===== config.mk =====
export PLATFORM = sky130hd
export DESIGN_NAME = decode_issue_ctrl
export DESIGN_NICKNAME = d
export VERILOG_FILES = /design/src/rtl/decode_issue_ctrl.sv
export SDC_FILE = /design/constraint.sdc
export NUM_CORES = 1
export LEC_CHECK = 0
export CORE_MARGIN = 3
export CORE_UTILIZATION = 48
export CTS_BUF_LIST = sky130_fd_sc_hd__clkbuf_8
export CTS_CLUSTER_DIAMETER = 30
export CTS_CLUSTER_SIZE = 28
export DETAILED_ROUTE_END_ITERATION = 8
export GPL_TIMING_DRIVEN = 0
export HOLD_SLACK_MARGIN = 0.08
export PLACE_DENSITY_LB_ADDON = 0.08
export RECOVER_POWER = 100
export SETUP_SLACK_MARGIN = 0.05
export SKIP_CTS_REPAIR_TIMING = 1
export SYNTH_ARGS = -nofsm -noshare
export SYNTH_HDL_FRONTEND = slang
export SYNTH_SLANG_ARGS = --single-unit
export TNS_END_PERCENT = 30

===== constraint.sdc =====
create_clock -name clock -period 1.52 [get_ports clock]
set_clock_uncertainty 0.05 [all_clocks]
set_input_delay 0.228 -clock clock [delete_from_list [all_inputs] [get_ports clock]]
set_output_delay 0.228 -clock clock [all_outputs]
set_load 0.01 [all_outputs]

===== src/rtl/decode_issue_ctrl.sv =====
// decode_issue_ctrl: 2-entry skid-buffered decode stage with immediate select,
// illegal-opcode flag, flush, and a saturating back-pressure stall counter.
`default_nettype none

module decode_issue_ctrl #(
  parameter int CNT_W = 16
) (
  input  logic             clock,
  input  logic             reset,
  input  logic             in_valid,
  output logic             in_ready,
  input  logic [31:0]      in_instr,
  input  logic [31:0]      in_pc,
  input  logic             flush,
  output logic             out_valid,
  input  logic             out_ready,
  output logic [31:0]      out_instr,
  output logic [31:0]      out_pc,
  output logic [31:0]      out_imm,
  output logic             out_illegal,
  output logic [CNT_W-1:0] stall_cycles
);

  typedef enum logic [1:0] {
    EMPTY = 2'd0,
    ONE   = 2'd1,
    FULL  = 2'd2
  } state_e;

  typedef struct packed {
    logic [31:0] instr;
    logic [31:0] pc;
    logic [31:0] imm;
    logic        illegal;
  } entry_t;

  state_e           state_q, state_d;
  entry_t           main_q, main_d, skid_q, skid_d;
  entry_t           new_entry;
  logic [CNT_W-1:0] stall_q, stall_d;
  logic             in_fire, out_fire;
  logic [31:0]      imm_i, imm_s, imm_b, imm_u, imm_j;

  // Decode happens on the way in so imm/illegal travel with the entry.
  always_comb begin
    imm_i = {{20{in_instr[31]}}, in_instr[31:20]};
    imm_s = {{20{in_instr[31]}}, in_instr[31:25], in_instr[11:7]};
    imm_b = {{19{in_instr[31]}}, in_instr[31], in_instr[7], in_instr[30:25],
             in_instr[11:8], 1'b0};
    imm_u = {in_instr[31:12], 12'b0};
    imm_j = {{11{in_instr[31]}}, in_instr[31], in_instr[19:12], in_instr[20],
             in_instr[30:21], 1'b0};

    new_entry.instr   = in_instr;
    new_entry.pc      = in_pc;
    new_entry.imm     = 32'd0;
    new_entry.illegal = 1'b0;
    case (in_instr[6:0])
      7'b0010011, 7'b0000011, 7'b1100111: new_entry.imm = imm_i;
      7'b0100011:                         new_entry.imm = imm_s;
      7'b1100011:                         new_entry.imm = imm_b;
      7'b1101111:                         new_entry.imm = imm_j;
      7'b0010111, 7'b0110111:             new_entry.imm = imm_u;
      7'b0110011:                         new_entry.imm = 32'd0;
      default:                            new_entry.illegal = 1'b1;
    endcase
  end

  assign in_ready     = (state_q != FULL);
  assign out_valid    = (state_q != EMPTY);
  assign out_instr    = main_q.instr;
  assign out_pc       = main_q.pc;
  assign out_imm      = main_q.imm;
  assign out_illegal  = main_q.illegal;
  assign stall_cycles = stall_q;

  assign in_fire  = in_valid && in_ready;
  assign out_fire = out_valid && out_ready;

  always_comb begin
    state_d = state_q;
    main_d  = main_q;
    skid_d  = skid_q;
    if (flush) begin
      state_d = EMPTY;
    end else begin
      case (state_q)
        EMPTY: begin
          if (in_fire) begin
            state_d = ONE;
            main_d  = new_entry;
          end
        end
        ONE: begin
          if (in_fire && out_fire) begin
            main_d = new_entry;
          end else if (in_fire) begin
            state_d = FULL;
            skid_d  = new_entry;
          end else if (out_fire) begin
            state_d = EMPTY;
          end
        end
        FULL: begin
          if (out_fire) begin
            state_d = ONE;
            main_d  = skid_q;
          end
        end
        default: state_d = EMPTY;
      endcase
    end
  end

  always_comb begin
    stall_d = stall_q;
    if (out_valid && !out_ready && (stall_q != {CNT_W{1'b1}})) begin
      stall_d = stall_q + CNT_W'(1);
    end
  end

  always_ff @(posedge clock or negedge reset) begin
    if (!reset) begin
      state_q <= EMPTY;
      main_q  <= '0;
      skid_q  <= '0;
      stall_q <= '0;
    end else begin
      state_q <= state_d;
      main_q  <= main_d;
      skid_q  <= skid_d;
      stall_q <= stall_d;
    end
  end

endmodule

`default_nettype wire


==> results.md <==
* I/O Pins at 184
* Syn Inst Count at 991
* Status: complete, but fails checks
* Compound-Gate Fraction of Synth Area at 0.164
* H-tree Lvls at 2
* Failing checks: hold timing, setup timing
* Area Overhead vs Synth at 40.1%
* Slew HR at 0.120
* Synth cell types at 57
* Place WS at -0.893 ns
* CTS Root Cell: clkbuf_8
* Worst path most repeated cell: buf_6
* Crit. End Element: primary output
* Synth Area in Adders at 0.00131
* Synth warn at 0
* Grt ovf at 0
* Yosys reg bits at 212
* Total core area at 19500 µm²
* Slowest stage cell on the critical path: dfrtp_1
* Tightest hold margin at -0.0751 ns
* Num CTS Buffers at 49
* Chip Width at 147 µm
* Worst Tran Pin Value at 1.32 ns
* Asr flop ratio synth at 1.00
* CP required at 1.24 ns
* Worst Setup Path Type: flop to primary output
* Final wirelength at 27600 µm
* Crit path cell chain: buf_6, nor2b_4, buf_6, inv_4, buf_6, buf_6
* Cell area power density at 1380 nW/µm²
* Fmax at 533 MHz
* Clk network pwr share at 0.426
* Post-synth EDFFs at 0
* Initial Util at 0.491
* Post-Synth Simple-Gate Area at 0.159
* Die Footprint at 21700 µm²
* Fin crit period at 1.88 ns
* Multiplexer share of the synthesized area at 0.0715
* Synth Area in XOR/XNOR at 0.0137
* Non-Filler Instances at 1544
* Vias per cell at 5.47
* Inserted Diodes at 0
* Psw at 5010 µW
* Largest family of logic cells by synthesized area: compound AO/OA/AOI/OAI gates
* Combinational cell fraction of total power at 0.178
* Final Max Tran Viols at 0
* Vias at 8448
* Main synth FF type: dfrtp_1
* Clk slew on worst S/H paths at 0.07 ns
* Vias in the first global route at 8370
* Overall power at 18600 µW
* Fin crit share at 1.23
* Flop pwr share at 0.396
* DR DRC count at 0
* Gpl congestion at 0.857
* Leakage at 0.00616 µW
* Detail Route Antenna Nets at 0
* Worst stage delay on the critical path at 0.38 ns
* Share of layout cells above drive strength 1 at 0.164
* Register area share after synthesis at 0.553
* Final setup viols at 293
* Max cap viols at 0
* Worst EP arrival at 1.60 ns
* Max rail drop VDD at 0.000863 V
* GRT Overall Usage at 0.250
* Reg2reg start: state_q[1]$_DFFE_PN0P_
* Smallest setup slack after layout at -0.355 ns
* Placed cell count at 1438
* Initial antenna violation count at 1
* Sw frac at 0.270
* Critical-path maximum fanout at 8
* Drt wl/cell at 17.9 µm
* Nets at 1308
* Port Buf Inserts at 181
* Syn nets at 1061
* Largest net degree at the start of global routing at 119
* Skew-Pair Late Insertion Delay at 0.56 ns
* Mapped cell area at 9590 µm²
* CTS tree: done
* DIE HEIGHT at 147 µm
* CP Launch Point: state_q[1]$_DFFE_PN0P_
* Internal Power at 13600 µW
* Cell row count at 51
* Number of DRC markers in iteration 0 at 518
* Hold Fails Final Rpt at 77
* Clock Path Buffers at 3
* Core Util, Final at 0.688
* Iteration count of the initial detailed-routing pass at 6
* Clk sinks at 212
* Global-route wire length before repair at 44000 µm
* Hold WC Path Type: input pin to async pin
* Syn_area_per_cell at 9.67 µm²
* RSZ-0062 raised after global routing: yes
* HPWL Detailed at 18600 µm
* Startpoint types: flop
layer usage:
metal	share of wire	vias to the layer above	GRT usage	wire, µm
met2	0.47	308	0.397	13100
met4	0.020	2	0.0704	542
li1	-	3957	-	-
met5	0.00047	-	0	13
met1	0.43	4138	0.347	12000
met3	0.073	43	0.0574	2010
layout by cell type, fill, tap and decap left out, types with 10 or more instances in the layout:
cell type / synthesis / layout
nor2_1: 40 / 38
o21ai_1: 3 / 52
nand2_1: 253 / 250
mux2i_1: 64 / 63
clkdlybuf4s50_1: 0 / 146
clkbuf_8: 0 / 62
a21oi_1: 42 / 41
a221oi_2: 10 / 10
dfrtp_1: 212 / 209
inv_1: 5 / 16
nand3_1: 20 / 20
buf_2: 31 / 19
bufinv_16: 0 / 10
clkbuf_2: 0 / 15
clkbuf_1: 40 / 18
dlymetal6s2s_1: 0 / 21
o21ai_0: 151 / 98
buf_6: 0 / 11
buf_4: 3 / 18
worst paths after layout:
| kind | endpoint | slack [ns] | depth (start not counted) |
|---|---|---|---|
| max in group asynchronous | state_q[0]$_DFFE_PN0P_ | 0.19 | 2 |
| hold / removal | out_instr[12]$_DFFE_PN0P_ | -0.08 | 1 |
| setup / recovery | in_ready | -0.36 | 6 |
| setup reg to reg | out_illegal$_DFFE_PN0P_ | -0.31 | 6 |
| min in group clock | out_imm[11]$_DFFE_PN0P_ | 0.18 | 5 |
| hold reg to reg | skid_q[47]$_DFFE_PN0P_ | 0.42 | 2 |
cell type report:
class	count	area, µm²
Fill cell	1586	6100
Tap cell	265	332
Multi-Input combinational cell	700	4070
Clock inverter	34	420
Clock buffer	58	798
Inverter	5	21.3
Sequential cell	212	5310
Timing Repair Buffer	197	1960
Buffer	73	509
worst max-delay path, delay by kind of cell (launching register included):
family                 cells  cell delay (ns)
DFF                        1             0.38
and+or+nand+nor            1             0.12
buffers and inverters      5             0.54
kinds of logic after synthesis:
kind of cell / after synthesis
flip-flops: 212
XOR/XNOR: 15
AO/OA/AOI/OAI: 258
AND/OR/NAND/NOR: 358
buffers and inverters: 79
adder cells (fa/ha/maj): 1
multiplexers: 68
power groups by stage:
stage / Combinational [µW] / Clock (µW) / Sequential [µW]
floorplan: 1340 / 0 / 7520
global placement: 3190 / 0 / 7420
detailed placement: 3280 / 0 / 7430
CTS: 3300 / 8020 / 7350
global route: 3660 / 8330 / 7490
finish: 3300 / 7920 / 7360
stage by stage:
| stage | TNS, ns | instance area [µm²] | hold WS (ns) |
|---|---|---|---|
| 6_report | -50.28 | 13400 | -0.0751 |
| 2_1_floorplan | -4.63 | 9710 | -0.118 |
| 4_1_cts | -103.22 | 13100 | -0.318 |
| 5_1_grt | -82.05 | 13400 | 0.0499 |
| 3_3_place_gp | -2045.72 | 11900 | 0.405 |
| 3_5_place_dp | -145.97 | 11900 | 0.255 |
synthesized netlist by cell type (5+ instances only):
cell type  instances  area share
nand2_1          253       0.099
dfrtp_1          212        0.55
o21ai_0          151       0.079
mux2i_1           64       0.067
a21oi_1           42       0.022
clkbuf_1          40       0.016
nor2_1            40       0.016
buf_2             31       0.016
nand3_1           20       0.010
a221oi_2          10       0.016
a221oi_1           9      0.0082
xnor2_1            9      0.0082
a31oi_1            8      0.0052
o221ai_1           8      0.0073
nand4_1            7      0.0046
xor2_1             6      0.0055
a211oi_1           5      0.0039
inv_1              5      0.0020
nand2b_1           5      0.0033
registers in the layout, summed over array words and instances, names as in the netlist:
signal and count:
out_illegal 1, out_imm 32, out_instr 32, out_pc 32, skid_q 97, stall_cycles 16, state_q 2
(Power assumes the default switching activity.)
